### src/rtl/mux2_arbiter_pkg.sv
// ============================================================================
//  Module   : mux2_arbiter_pkg
//  Brief    : Shared types and constants for the two-requester mux arbiter.
//  Revision : 1.0 - initial release
// ============================================================================
`default_nettype none

package mux2_arbiter_pkg;

    typedef logic [1:0] state_t;

    localparam state_t IDLE  = 2'd0;
    localparam state_t GNT_A = 2'd1;
    localparam state_t GNT_B = 2'd2;

    localparam logic SIDE_A = 1'b0;
    localparam logic SIDE_B = 1'b1;

    localparam int DEFAULT_DW        = 8;
    localparam int DEFAULT_MAX_BURST = 4;

endpackage

`default_nettype wire

### src/rtl/mux2_arbiter_if.sv
// ============================================================================
//  Module   : mux2_arbiter_if
//  Brief    : Requester, consumer and status signals of mux2_arbiter.
//             MUX2_ARBITER_STATS_EN adds the burst counters.
//  Revision : 1.0 - initial release
// ============================================================================
`default_nettype none

interface mux2_arbiter_if
    import mux2_arbiter_pkg::*;
#(
    parameter int DW = DEFAULT_DW
);
    logic          req_a;
    logic [DW-1:0] data_a;
    logic          last_a;
    logic          gnt_a;
    logic          req_b;
    logic [DW-1:0] data_b;
    logic          last_b;
    logic          gnt_b;
    logic          out_valid;
    logic [DW-1:0] out_data;
    logic          out_ready;
    logic          sel;
    logic          busy;
`ifdef MUX2_ARBITER_STATS_EN
    logic [7:0]    burst_cnt_a;
    logic [7:0]    burst_cnt_b;
`endif

    // Arbiter side
    modport slave (
        input  req_a, data_a, last_a, req_b, data_b, last_b, out_ready,
        output gnt_a, gnt_b, out_valid, out_data, sel, busy
`ifdef MUX2_ARBITER_STATS_EN
        , output burst_cnt_a, burst_cnt_b
`endif
    );

    // Requesters plus consumer side
    modport master (
        output req_a, data_a, last_a, req_b, data_b, last_b, out_ready,
        input  gnt_a, gnt_b, out_valid, out_data, sel, busy
`ifdef MUX2_ARBITER_STATS_EN
        , input burst_cnt_a, burst_cnt_b
`endif
    );

endinterface

`default_nettype wire

### src/rtl/mux2_rr_pick.sv
// ============================================================================
//  Module   : mux2_rr_pick
//  Brief    : Round-robin choice between two requesters while the arbiter idles.
//  Revision : 1.0 - initial release
// ============================================================================
`default_nettype none

module mux2_rr_pick
    import mux2_arbiter_pkg::*;
(
    input  logic req_a,
    input  logic req_b,
    input  logic rr_last,
    output logic pick,
    output logic pick_valid
);

    always_comb begin
        pick_valid = req_a | req_b;
        if (req_a && req_b) begin
            pick = (rr_last == SIDE_A) ? SIDE_B : SIDE_A;
        end else if (req_b) begin
            pick = SIDE_B;
        end else begin
            pick = SIDE_A;
        end
    end

endmodule

`default_nettype wire

### src/rtl/mux2_arbiter.sv
// ============================================================================
//  Module   : mux2_arbiter
//  Brief    : Round-robin, burst-locked 2:1 mux arbiter with registered output
//             stage. Define MUX2_ARBITER_STATS_EN for per-side burst counters.
//  Revision : 1.0 - initial release
// ============================================================================
`default_nettype none

module mux2_arbiter
    import mux2_arbiter_pkg::*;
#(
    parameter int DW        = DEFAULT_DW,
    parameter int MAX_BURST = DEFAULT_MAX_BURST,
    parameter int BC_W      = 4
) (
    input  logic           clk,
    input  logic           rst_n,
    mux2_arbiter_if.slave  bus
);

    localparam logic [BC_W-1:0] c_last_beat = BC_W'(MAX_BURST - 1);

    state_t          r_state;
    state_t          w_state_nxt;
    logic            r_sel;
    logic            r_rr_last;
    logic            r_out_valid;
    logic [DW-1:0]   r_out_data;
    logic [BC_W-1:0] r_beat_cnt;

    logic            w_pick;
    logic            w_pick_valid;
    logic            w_enter;
    logic            w_can_accept;
    logic            w_gnt_a;
    logic            w_gnt_b;
    logic            w_busy;
    logic            w_req_cur;
    logic [DW-1:0]   w_data_cur;
    logic            w_last_cur;
    logic            w_side_cur;
    logic            w_xfer;
    logic            w_release;

    mux2_rr_pick u_pick (
        .req_a      (bus.req_a),
        .req_b      (bus.req_b),
        .rr_last    (r_rr_last),
        .pick       (w_pick),
        .pick_valid (w_pick_valid)
    );

    // Fields of whichever side currently owns the datapath
    always_comb begin
        w_req_cur  = 1'b0;
        w_data_cur = '0;
        w_last_cur = 1'b0;
        w_side_cur = SIDE_A;
        case (r_state)
            GNT_A: begin
                w_req_cur  = bus.req_a;
                w_data_cur = bus.data_a;
                w_last_cur = bus.last_a;
                w_side_cur = SIDE_A;
            end
            GNT_B: begin
                w_req_cur  = bus.req_b;
                w_data_cur = bus.data_b;
                w_last_cur = bus.last_b;
                w_side_cur = SIDE_B;
            end
            default: ;
        endcase
    end

    assign w_can_accept = !r_out_valid || bus.out_ready;
    assign w_enter      = (r_state == IDLE) && w_pick_valid;
    assign w_xfer       = w_req_cur && (w_gnt_a || w_gnt_b);
    assign w_release    = (r_state != IDLE) &&
                          (!w_req_cur || (w_xfer && (w_last_cur || (r_beat_cnt == c_last_beat))));

    // State register
    always_ff @(posedge clk or negedge rst_n) begin
        if (!rst_n) begin
            r_state <= IDLE;
        end else begin
            r_state <= w_state_nxt;
        end
    end

    // Next-state logic; a released side always passes through IDLE
    always_comb begin
        w_state_nxt = r_state;
        case (r_state)
            IDLE: begin
                if (w_pick_valid) begin
                    w_state_nxt = (w_pick == SIDE_B) ? GNT_B : GNT_A;
                end
            end
            GNT_A, GNT_B: begin
                if (w_release) begin
                    w_state_nxt = IDLE;
                end
            end
            default: w_state_nxt = IDLE;
        endcase
    end

    // Output logic: grants depend only on registered state and output space
    always_comb begin
        w_gnt_a = (r_state == GNT_A) && w_can_accept;
        w_gnt_b = (r_state == GNT_B) && w_can_accept;
        w_busy  = (r_state != IDLE);
    end

    always_ff @(posedge clk or negedge rst_n) begin
        if (!rst_n) begin
            r_sel       <= SIDE_A;
            r_rr_last   <= SIDE_B;
            r_out_valid <= 1'b0;
            r_out_data  <= '0;
            r_beat_cnt  <= '0;
        end else begin
            if (w_enter) begin
                r_sel      <= w_pick;
                r_beat_cnt <= '0;
            end else if (w_xfer) begin
                r_beat_cnt <= r_beat_cnt + BC_W'(1);
            end

            if (w_xfer) begin
                r_out_data  <= w_data_cur;
                r_out_valid <= 1'b1;
            end else if (bus.out_ready) begin
                r_out_valid <= 1'b0;
            end

            if (w_release) begin
                r_rr_last <= w_side_cur;
            end
        end
    end

`ifdef MUX2_ARBITER_STATS_EN
    logic [7:0] r_burst_cnt_a;
    logic [7:0] r_burst_cnt_b;

    always_ff @(posedge clk or negedge rst_n) begin
        if (!rst_n) begin
            r_burst_cnt_a <= 8'd0;
            r_burst_cnt_b <= 8'd0;
        end else if (w_enter) begin
            if (w_pick == SIDE_A && r_burst_cnt_a != 8'hFF) begin
                r_burst_cnt_a <= r_burst_cnt_a + 8'd1;
            end
            if (w_pick == SIDE_B && r_burst_cnt_b != 8'hFF) begin
                r_burst_cnt_b <= r_burst_cnt_b + 8'd1;
            end
        end
    end

    assign bus.burst_cnt_a = r_burst_cnt_a;
    assign bus.burst_cnt_b = r_burst_cnt_b;
`endif

    assign bus.gnt_a     = w_gnt_a;
    assign bus.gnt_b     = w_gnt_b;
    assign bus.busy      = w_busy;
    assign bus.sel       = r_sel;
    assign bus.out_valid = r_out_valid;
    assign bus.out_data  = r_out_data;

endmodule

`default_nettype wire

### src/flat_wrapper.sv
// flat-port wrapper written by rule: the top's interface ports become plain ports
module mux2_arbiter_flat import mux2_arbiter_pkg::*;
#(
    parameter int DW        = DEFAULT_DW,
    parameter int MAX_BURST = DEFAULT_MAX_BURST,
    parameter int BC_W      = 4
)
  (clk, rst_n, bus_req_a, bus_data_a, bus_last_a, bus_req_b, bus_data_b, bus_last_b, bus_out_ready, bus_gnt_a, bus_gnt_b, bus_out_valid, bus_out_data, bus_sel, bus_busy);
  mux2_arbiter_if #(.DW(DW)) bus_i ();
  input  logic clk;
  input  logic rst_n;
  input wire logic [$bits(bus_i.req_a)-1:0] bus_req_a;
  input wire logic [$bits(bus_i.data_a)-1:0] bus_data_a;
  input wire logic [$bits(bus_i.last_a)-1:0] bus_last_a;
  input wire logic [$bits(bus_i.req_b)-1:0] bus_req_b;
  input wire logic [$bits(bus_i.data_b)-1:0] bus_data_b;
  input wire logic [$bits(bus_i.last_b)-1:0] bus_last_b;
  input wire logic [$bits(bus_i.out_ready)-1:0] bus_out_ready;
  output wire logic [$bits(bus_i.gnt_a)-1:0] bus_gnt_a;
  output wire logic [$bits(bus_i.gnt_b)-1:0] bus_gnt_b;
  output wire logic [$bits(bus_i.out_valid)-1:0] bus_out_valid;
  output wire logic [$bits(bus_i.out_data)-1:0] bus_out_data;
  output wire logic [$bits(bus_i.sel)-1:0] bus_sel;
  output wire logic [$bits(bus_i.busy)-1:0] bus_busy;
  assign bus_i.req_a = bus_req_a;
  assign bus_i.data_a = bus_data_a;
  assign bus_i.last_a = bus_last_a;
  assign bus_i.req_b = bus_req_b;
  assign bus_i.data_b = bus_data_b;
  assign bus_i.last_b = bus_last_b;
  assign bus_i.out_ready = bus_out_ready;
  assign bus_gnt_a = bus_i.gnt_a;
  assign bus_gnt_b = bus_i.gnt_b;
  assign bus_out_valid = bus_i.out_valid;
  assign bus_out_data = bus_i.out_data;
  assign bus_sel = bus_i.sel;
  assign bus_busy = bus_i.busy;
  mux2_arbiter #(.DW(DW), .MAX_BURST(MAX_BURST), .BC_W(BC_W)) u_core (.clk(clk), .rst_n(rst_n), .bus(bus_i));
endmodule
### config.mk
export PLATFORM = sky130hd
export DESIGN_NAME = mux2_arbiter_flat
export DESIGN_NICKNAME = d
export VERILOG_FILES = /design/src/rtl/mux2_arbiter_pkg.sv /design/src/rtl/mux2_arbiter_if.sv /design/src/rtl/mux2_rr_pick.sv /design/src/rtl/mux2_arbiter.sv /design/src/flat_wrapper.sv
export SDC_FILE = /design/constraint.sdc
export NUM_CORES = 1
export LEC_CHECK = 0
export ABC_AREA = 0
export CAP_MARGIN = 20
export CORE_MARGIN = 10
export CORE_UTILIZATION = 44
export CTS_BUF_LIST = sky130_fd_sc_hd__clkbuf_8
export CTS_CLUSTER_SIZE = 20
export DETAILED_ROUTE_END_ITERATION = 10
export PLACE_DENSITY = 0.87
export SKIP_CTS_REPAIR_TIMING = 1
export SLEW_MARGIN = 40
export SYNTH_ARGS = -nofsm -noshare
export SYNTH_HDL_FRONTEND = slang
export SYNTH_SLANG_ARGS = --single-unit
### constraint.sdc
create_clock -name clk -period 4.9 [get_ports clk]
set_input_delay 0.98 -clock clk [delete_from_list [all_inputs] [get_ports clk]]
set_output_delay 0.98 -clock clk [all_outputs]
set_load 0.01 [all_outputs]
==> results.py, run 1 <==
metrics = {
    "synthesis": {
        "ys_ff_latch": 17,
        "synth_top_family_by_area": "compound AO/OA/AOI/OAI gates",
        "synth_mux_area_frac": 0.0236,
        "syn_area_per_cell_um2": 10.0,
        "synth_xor_xnor_area_share": 0.0291,
        "syn_inst": 90,
        "synth-adder-area-share": 0.0555,
        "syn_nets": 117,
        "synth_cell_types": 27,
        "yosysWarnings": 0,
        "synth-simple-area-share": 0.169,
        "yosysSeqAreaShare": 0.473,
        "synth.cell_area_um2": 902,
        "synth_compound_area_frac": 0.197,
    },
    "timing": {
        "rsz0062_at_grt": "false",
        "slew_violations": 0,
        "timing.slew.headroom": 0.673,
        "worst_pin_slew_ns": 0.490,
        "setup_viol": 0,
        "clock_skew_ns": 0.00425,
        "final.period_utilization": 0.679,
        "min_period_ns": 3.32,
        "max_freq_ghz": 0.301,
        "hold_viol": 0,
        "setup_tns_ns": 0,
    },
    "global_route": {
        "grt_max_degree": 19,
        "grtUsageTotal": 0.116,
        "grt_pass1_vias": 807,
        "gr-total-overflow": 0,
        "grt_pass1_wl_mm": 3.94,
        "antenna_found_initial": 0,
    },
    "route": {
        "drt_iter0_markers": 57,
        "num_vias": 841,
        "antenna_left": 0,
        "drtPass1Iterations": 4,
        "routed_wirelength_mm": 2.58,
        "drcViolationCount": 0,
        "drt-vias-per-instance": 5.53,
        "routedWlPerCell_um": 17.0,
    },
    "pwr": {
        "netSwitchingFraction": 0.386,
        "combPwrFrac": 0.535,
        "total_power_w": 0.000711,
        "p_leak_nw": 0.562,
        "pwr_density_cell_mw_per_mm2": 550,
        "vdd_drop_max_uv": 377,
        "power_frac_seq": 0.316,
        "switching_power_w": 0.000274,
        "clkPwrFrac": 0.148,
        "p_int_w": 0.000436,
    },
    "floorplan": {
        "die_width_um": 65.3,
        "rows": 16,
        "die-area_mm2": 0.00426,
        "io_pins": 36,
        "die_h_um": 65.3,
        "start_util": 0.460,
        "core_area_mm2": 0.00196,
    },
    "critical_path": {
        "worstSetupEndpoint": "bus_gnt_b",
        "r2r_slack_ns": 2.89,
        "cp_cell_sequence": "clkdlybuf4s50_1 -> or2b_4 -> and2_1 -> clkdlybuf4s50_1",
        "path_max_fanout": 7,
        "start_kind": "input pin",
        "startpoint": "bus_out_ready",
        "slowest_delay_ns": 0.48,
        "path_buf_inv": 2,
        "cp_common_cell": "clkdlybuf4s50_1",
        "r2r_cells": 6,
        "reg2reg_from": "u_core.r_state[0]",
        "critical_path.reg2reg.endpoint": "u_core.r_rr_last",
        "cp.depth": 4,
        "path_class": "in -> out",
        "cp_top_family": "buffers and inverters",
        "slowest_stage": "clkdlybuf4s50_1",
        "worstPathRequired_ns": 3.92,
        "critPathCaptureType": "output pin",
        "arrival_ns": 2.34,
    },
    "cts": {
        "clock_sinks": 17,
        "cts_tree": "done",
        "clk_pin_slew_ns": 0.07,
        "cts.path.max_buffers": 2,
        "insertion_delay_ns": 0.25,
        "htreeDepth": 1,
        "cts-buffers-inserted": 3,
        "clock-root-buffer": "clkbuf_8",
    },
    "status": {
        "outcome": "finished clean",
    },
    "layout": {
        "drive_gt1_frac": 0.0800,
        "area_delta_synth_final_pct": 43.1,
        "nets": 153,
        "antenna_cells": 0,
    },
    "placement": {
        "port_buffers": 35,
        "dp_hpwl_mm": 1.94,
        "place_congestion": 0.747,
    },
    "run": {
        "cap_violations": 0,
    },
    "min_path": {
        "min_path_type": "reg -> reg",
    },
}
sequential cells by signal (all words and copies together), names as in the netlist:
register and count:
u_core.r_state 2, u_core.bus.sel 1, u_core.bus.out_valid 1, u_core.bus.out_data 8
u_core.r_beat_cnt 4, u_core.r_rr_last 1
worst min-delay path by stage:
stage,start,to,slack (ns),cells past startpoint
after global placement,u_core.bus.out_data[0],u_core.bus.out_data[0],0.46,2
final,u_core.bus.out_data[1],u_core.bus.out_data[1],0.49,2
after CTS,u_core.bus.out_data[2],u_core.bus.out_data[2],0.49,2
after global routing,u_core.bus.out_data[2],u_core.bus.out_data[2],0.50,2
after floorplan,u_core.r_beat_cnt[3],u_core.r_beat_cnt[3],0.51,2
after detailed placement,u_core.bus.out_data[2],u_core.bus.out_data[2],0.47,2
stage by stage:
stage                util  worst slack (ns)  hold WS, ns  area, um2  std cells
floorplan               -              2.49        0.506        902         90
global placement    0.637              1.63        0.464       1250        148
detailed placement  0.637              1.59        0.472       1250        148
CTS                 0.661              1.56        0.488       1300        152
global route        0.658              1.53        0.502       1290        152
finish              0.658              1.58        0.486       1290        152
Yosys cell counts:
cell type | n | area (um2)
a31oi_1 | 1 | 6.26
mux2i_1 | 1 | 10.0
o21ai_0 | 10 | 50.1
a32oi_2 | 1 | 16.3
ha_1 | 4 | 50.1
mux2_1 | 1 | 11.3
nand2b_1 | 1 | 6.26
a32o_1 | 2 | 20.0
nand4_1 | 2 | 12.5
a221o_1 | 1 | 10.0
and2_1 | 2 | 12.5
or2b_4 | 1 | 11.3
dfrtp_1 | 16 | 400
a21oi_1 | 1 | 5.00
dfstp_2 | 1 | 26.3
a22o_2 | 1 | 10.0
and3_1 | 1 | 6.26
buf_2 | 2 | 10.0
nand3_2 | 1 | 10.0
a22oi_1 | 8 | 60.1
inv_1 | 3 | 11.3
xor2_1 | 3 | 26.3
nor2_1 | 8 | 30.0
nor3b_1 | 1 | 7.51
nand2_1 | 15 | 56.3
buf_4 | 1 | 7.51
bufbuf_8 | 1 | 18.8
worst register-to-register path, cell delays in order (launching register included):
cell and delay, ns:
dfrtp_1 0.41, inv_1 0.09, ha_1 0.46, a22o_2 0.28
nand2_1 0.09, a32oi_2 0.24, mux2_1 0.35
cell type report:
| type | instances | area, um2 |
|---|---|---|
| clock buffer | 3 | 41.3 |
| inverter | 3 | 11.3 |
| timing repair buffer | 35 | 345 |
| clock inverter | 1 | 5.00 |
| tap | 27 | 33.8 |
| sequential | 17 | 427 |
| fill | 156 | 671 |
| multi-input combinational | 66 | 428 |
cells by family after synthesis:
| logic type | count (synthesis) |
|---|---|
| buf+inv | 7 |
| flops | 17 |
| compound gates | 25 |
| fa+ha+maj | 4 |
| simple gates | 32 |
| xor+xnor | 3 |
| mux | 2 |
cell usage in the layout (no fill, tap or decap), types with 2 or more instances in the layout:
cell type,n
a22oi_1,8
a32o_1,2
and2_1,2
clkbuf_8,3
clkdlybuf4s50_1,34
dfrtp_1,16
ha_1,4
inv_1,3
nand2_1,15
nand4_1,2
nor2_1,8
o21ai_0,10
xor2_1,3
power by group through the flow:
stage / Sequential, W / Clock, W / Combinational (W)
6_report: 0.000225 / 0.000105 / 0.000381
5_1_grt: 0.000231 / 0.000111 / 0.000413
4_1_cts: 0.000225 / 0.000106 / 0.000383
3_5_place_dp: 0.000227 / 0 / 0.000380
3_3_place_gp: 0.000222 / 0 / 0.000367
2_1_floorplan: 0.000241 / 0 / 0.000221
routing by layer:
metal / vias up / wire, um / global-route usage
met5: - / 0 / 0
li1: 389 / - / -
met4: 0 / 17 / 0.0321
met1: 404 / 1160 / 0.136
met2: 46 / 1220 / 0.200
met3: 2 / 179 / 0.0322
Note: power is estimated with default switching activity, not from simulation.
==> run 2, diff against run 1 <==
--- a/config.mk
+++ b/config.mk
@@ -8,11 +8,11 @@
 export ABC_AREA = 0
 export CAP_MARGIN = 20
 export CORE_MARGIN = 10
-export CORE_UTILIZATION = 44
+export CORE_UTILIZATION = 40
 export CTS_BUF_LIST = sky130_fd_sc_hd__clkbuf_8
 export CTS_CLUSTER_SIZE = 20
 export DETAILED_ROUTE_END_ITERATION = 10
-export PLACE_DENSITY = 0.87
+export PLACE_DENSITY = 0.84
 export SKIP_CTS_REPAIR_TIMING = 1
 export SLEW_MARGIN = 40
 export SYNTH_ARGS = -nofsm -noshare
==> constraint.sdc (replaced) <==
create_clock -name clk -period 2.7 [get_ports clk]
set_input_delay 0.54 -clock clk [delete_from_list [all_inputs] [get_ports clk]]
set_output_delay 0.54 -clock clk [all_outputs]
set_load 0.01 [all_outputs]
==> run 2 against run 1 <==
Net effect:
- clock power is 84% higher
- die area is 6.9% higher
- count of clock-buffer cells in the layout stayed put
- core utilization is 5.6 points lower
- register-to-register slack worse by 2.1 ns
- sequential share of layout area is 0.41 points lower
- non-clock buffer count is 2 higher
- clock skew is 0.0014 ns lower
- combinational power is 83% higher
- via count is 3.7% lower
- cell count is 2.0% higher
- sequential power is 80% higher
==> results.py, run 2 (synthesis gave the netlist of run 1 again) <==
metrics = {
    "status": {
        "outcome": "finished clean",
    },
    "timing": {
        "rsz0062_at_grt": "false",
        "hold_viol": 0,
        "final.setup.worst_slack_ns": 0.279,
        "setup_tns_ns": 0,
        "final.period_utilization": 0.897,
        "max_freq_ghz": 0.413,
        "setup_viol": 0,
        "whs_ns": 0.191,
        "clock_skew_ns": 0.00281,
        "min_period_ns": 2.42,
        "worst_pin_slew_ns": 0.379,
        "slew_violations": 0,
        "timing.slew.headroom": 0.747,
    },
    "layout": {
        "fin_util": 0.603,
        "largest_register_ffs": 8,
        "mostFrequentLayoutCells": "clkdlybuf4s50_1, dfrtp_1, nand2_1, o21ai_0",
        "nets": 155,
        "drive_gt1_frac": 0.0945,
        "n_fill_cell": 193,
        "area_delta_synth_final_pct": 44.9,
        "antenna_cells": 0,
        "final_common_cell": "clkdlybuf4s50_1",
    },
    "route": {
        "drt-vias-per-instance": 5.23,
        "routed_wirelength_mm": 2.35,
        "antenna_left": 0,
        "routedWlPerCell_um": 15.2,
        "drtPass1Iterations": 4,
        "num_vias": 810,
        "drt_iter0_markers": 32,
        "drcViolationCount": 0,
    },
    "global_route": {
        "grt_pass1_wl_mm": 3.76,
        "gr-total-overflow": 0,
        "grt_pass1_vias": 794,
        "antenna_found_initial": 0,
        "grt_max_degree": 19,
        "grtUsageTotal": 0.109,
    },
    "pwr": {
        "total_power_w": 0.00130,
        "pwr_density_cell_mw_per_mm2": 993,
        "p_leak_nw": 0.572,
        "vdd_drop_max_uv": 495,
    },
    "placement": {
        "place_ws_ns": 0.267,
        "port_buffers": 35,
        "dp_hpwl_mm": 1.81,
        "place_congestion": 0.774,
    },
    "critical_path": {
        "start_kind": "input pin",
        "critPathCaptureType": "output pin",
        "critical_path.reg2reg.endpoint": "u_core.r_rr_last",
        "r2r_cells": 6,
        "path_max_fanout": 7,
        "path_class": "in -> out",
        "arrival_ns": 1.88,
        "r2r_slack_ns": 0.82,
        "worstPathRequired_ns": 2.16,
        "reg2reg_from": "u_core.r_state[1]",
    },
    "cts": {
        "htreeDepth": 1,
        "cts-buffers-inserted": 3,
        "clock-root-buffer": "clkbuf_8",
        "clk_pin_slew_ns": 0.07,
        "clock_sinks": 17,
        "cts_tree": "done",
        "insertion_delay_ns": 0.26,
        "cts.path.max_buffers": 2,
    },
    "floorplan": {
        "core_area_mm2": 0.00217,
        "die_h_um": 67.5,
        "io_pins": 36,
        "start_util": 0.416,
        "die-area_mm2": 0.00455,
        "rows": 17,
        "die_width_um": 67.5,
    },
    "run": {
        "cap_violations": 0,
    },
    "min_path": {
        "min_path_type": "in -> async",
    },
}
==> run 2: cell types whose count changed in the layout (fill, tap and decap cells not counted) <==
| cell | previous run | this run |
|---|---|---|
| buf_4 | 0 | 2 |
==> run 2: where the power goes <==
part / leakage (nW) / switching (W) / internal [W]
clock network: 0.0255 / 0.0000905 / 0.000103
registers: 0.224 / 0.0000545 / 0.000352
logic: 0.322 / 0.000348 / 0.000351
==> run 2: cell type report <==
class	count	area (um2)	area share
multi-input cells	66	428	0.327
flip-flops and latches	17	427	0.326
repair buffers	37	360	0.276
clock buffers	3	41.3	0.0316
well taps	28	35.0	0.0268
inverters	3	11.3	0.00861
clock inverters	1	5.00	0.00383
==> run 2: worst max-delay path: stages <==
cell             delay, ns
clkdlybuf4s50_1       0.39
or2b_4                0.29
and2_1                0.17
clkdlybuf4s50_1       0.49
==> run 2: worst max path at each step <==
stage                          from          endpoint  depth (start not counted)
2_1_floorplan  u_core.r_beat_cnt[0]  u_core.r_rr_last                          5
3_3_place_gp          bus_out_ready         bus_gnt_a                          4
3_5_place_dp          bus_out_ready         bus_gnt_b                          4
4_1_cts               bus_out_ready         bus_gnt_b                          4
5_1_grt               bus_out_ready         bus_gnt_b                          4
6_report              bus_out_ready         bus_gnt_a                          4
==> run 2: stage by stage <==
stage / area (um2) / cells
final: 1310 / 155
after global routing: 1310 / 155
after CTS: 1310 / 155
after detailed placement: 1270 / 151
after global placement: 1270 / 151
after floorplan: 902 / 90
==> run 2: per-layer routing <==
metal | part of all wire | global-route usage | up-vias
li1 | - | - | 393
met1 | 0.37 | 0.116 | 382
met2 | 0.51 | 0.187 | 30
met3 | 0.094 | 0.0397 | 5
met4 | 0.019 | 0.0538 | 0
met5 | 0 | 0 | -
==> variant: new RTL, flow settings as in run 2 <==
`BC_W` is set to 4 in 2 places; all go to 6.
--- a/src/rtl/mux2_arbiter.sv
+++ b/src/rtl/mux2_arbiter.sv
@@ -13,3 +13,3 @@
     parameter int MAX_BURST = DEFAULT_MAX_BURST,
-    parameter int BC_W      = 4
+    parameter int BC_W      = 6
 ) (
--- a/src/flat_wrapper.sv
+++ b/src/flat_wrapper.sv
@@ -5,3 +5,3 @@
     parameter int MAX_BURST = DEFAULT_MAX_BURST,
-    parameter int BC_W      = 4
+    parameter int BC_W      = 6
 )
Function: no difference found for any inputs over 10 cycles, from zero or initial values and one cycle with rst_n low; that may be too few to reach the edited logic, so the function may still have changed.
==> variant against run 2 <==
Routed wire length up 21%. Cell area up 10%. Power down 12%. Count of clock-buffer cells in the layout unchanged. Sequential cell count up 2. Maximum frequency up 0.65%. Clock skew up 0.0059 ns. Synthesized area up 11%. Sequential share of layout area up 0.41 points. Setup slack better by 0.016 ns. Synthesized cell count up 14%. Largest cell class unchanged. Largest power group unchanged.
==> variant: results (changes against run 2) <==
Outcome
  – Run status: finished, final reports clean (unchanged)

Logic synthesis
  – Syn nets: 130 (was 117)
  – Area contributors post-synth: sky130_fd_sc_hd__dfrtp_1, sky130_fd_sc_hd__o21ai_0, sky130_fd_sc_hd__a22oi_1 (was sky130_fd_sc_hd__dfrtp_1, sky130_fd_sc_hd__a22oi_1, sky130_fd_sc_hd__nand2_1)
  – Post-synth cell types: 34 (was 27)
  – Fraction of the yosys area taken by sequential cells: 47.7% (was 47.3%)
  – Syn Inst Count: 103 (was 90)

Timing
  – Clock skew after layout: 0.00872 ns (was 0.00281 ns)
  – Slew of the pin with the lowest slew margin: 0.636 ns (was 0.379 ns)

Cells and area
  – Proportion of layout cells with a drive suffix above 1: 8.45% (was 9.45%)
  – Final-layout clock-cell area share: 3.12% (was 3.54%)
  – Proportion of cell area occupied by registers: 33.0% (was 32.6%)
  – Count of non-CTS buffers in the layout: 39 (was 37)
  – Multi-input gate area: 485 um^2 (was 428 um^2)
  – Multi-In Gates: 74 (was 66)

Routing
  – Met3 WL post-DR: 126 um (was 220 um)
  – Number of violations reported at the end of detailed-routing iteration 0: 55 (was 32)
  – Met2 routed wirelength: 1.50 mm (was 1.21 mm)
  – Via total after detailed routing: 944 (was 810)

Global route
  – Global routing usage on met2: 20.9% (was 18.7%)
  – Maximum number of pins on one net before global-route repair: 20 (was 19)
  – Global-route usage over all layers: 11.5% (was 10.9%)
  – Number of global-route vias before repair: 1016 (was 794)
  – Met1 layer usage reported by global route: 12.5% (was 11.6%)

Power and ir drop
  – Largest vdd supply drop: 0.597 mV (was 0.495 mV)

Place
  – Dpl ws: 0.321 ns (was 0.267 ns)
  – Gpl congestion: 0.877 (was 0.774)
  – Post-detailed-placement half-perimeter wirelength: 2.26 mm (was 1.81 mm)

CTS
  – H-tree levels: 1 (unchanged)
  – Sink count of the clock tree: 19 (was 17)

Worst setup path
  – Delay contributed by the slowest stage of the critical path: 0.53 ns (was 0.49 ns)
  – Critical-path maximum fanout: 12 (was 7)

Floorplanning
  – Horizontal die dimension: 70.0 um (was 67.5 um)
==> variant: changes by cell type in the layout (fill, tap and decap cells not counted), moves of 3 or more <==
cell                             run 2  this run
sky130_fd_sc_hd__nor2_1              8         4
sky130_fd_sc_hd__o21ai_0            10        13
sky130_fd_sc_hd__inv_1               3         7
sky130_fd_sc_hd__nand2_1            15        12
sky130_fd_sc_hd__a21oi_1             1         4
==> variant: report_power, final <==
part | switching, uW | internal, uW | total, uW
registers | 42.8 | 354 | 397
logic | 273 | 273 | 546
clock network | 93.8 | 101 | 195
total | 409 | 729 | 1140
==> variant: critical path, delay by kind of cell, from the launching register on <==
| family | cells | cell delay (ns) |
|---|---|---|
| adder cells (fa/ha/maj) | 1 | 0.20 |
| buffers and inverters | 3 | 0.83 |
| flip-flops | 1 | 0.42 |
| AND/OR/NAND/NOR | 1 | 0.14 |
==> variant: kinds of logic after synthesis <==
family,count (synthesis),synth area share [%]
compound gates,38,25.7
simple gates,29,15.0
mux,2,2.00
xor+xnor,1,0.876
buf+inv,10,3.75
fa+ha+maj,4,5.01
flops,19,47.7
==> variant: worst paths after layout <==
check / from / end / slack, ns / depth (start not counted)
max: u_core.r_state[0] / bus_gnt_b / 0.30 / 5
max reg2reg: u_core.r_state[1] / u_core.r_beat_cnt[5] / 0.48 / 7
min in group clk: u_core.bus.out_data[6] / u_core.bus.out_data[6] / 0.48 / 2
max in group asynchronous: rst_n / u_core.r_rr_last / 2.16 / 1
min reg2reg: u_core.bus.out_data[6] / u_core.bus.out_data[6] / 0.48 / 2
min: rst_n / u_core.bus.sel / 0.21 / 1
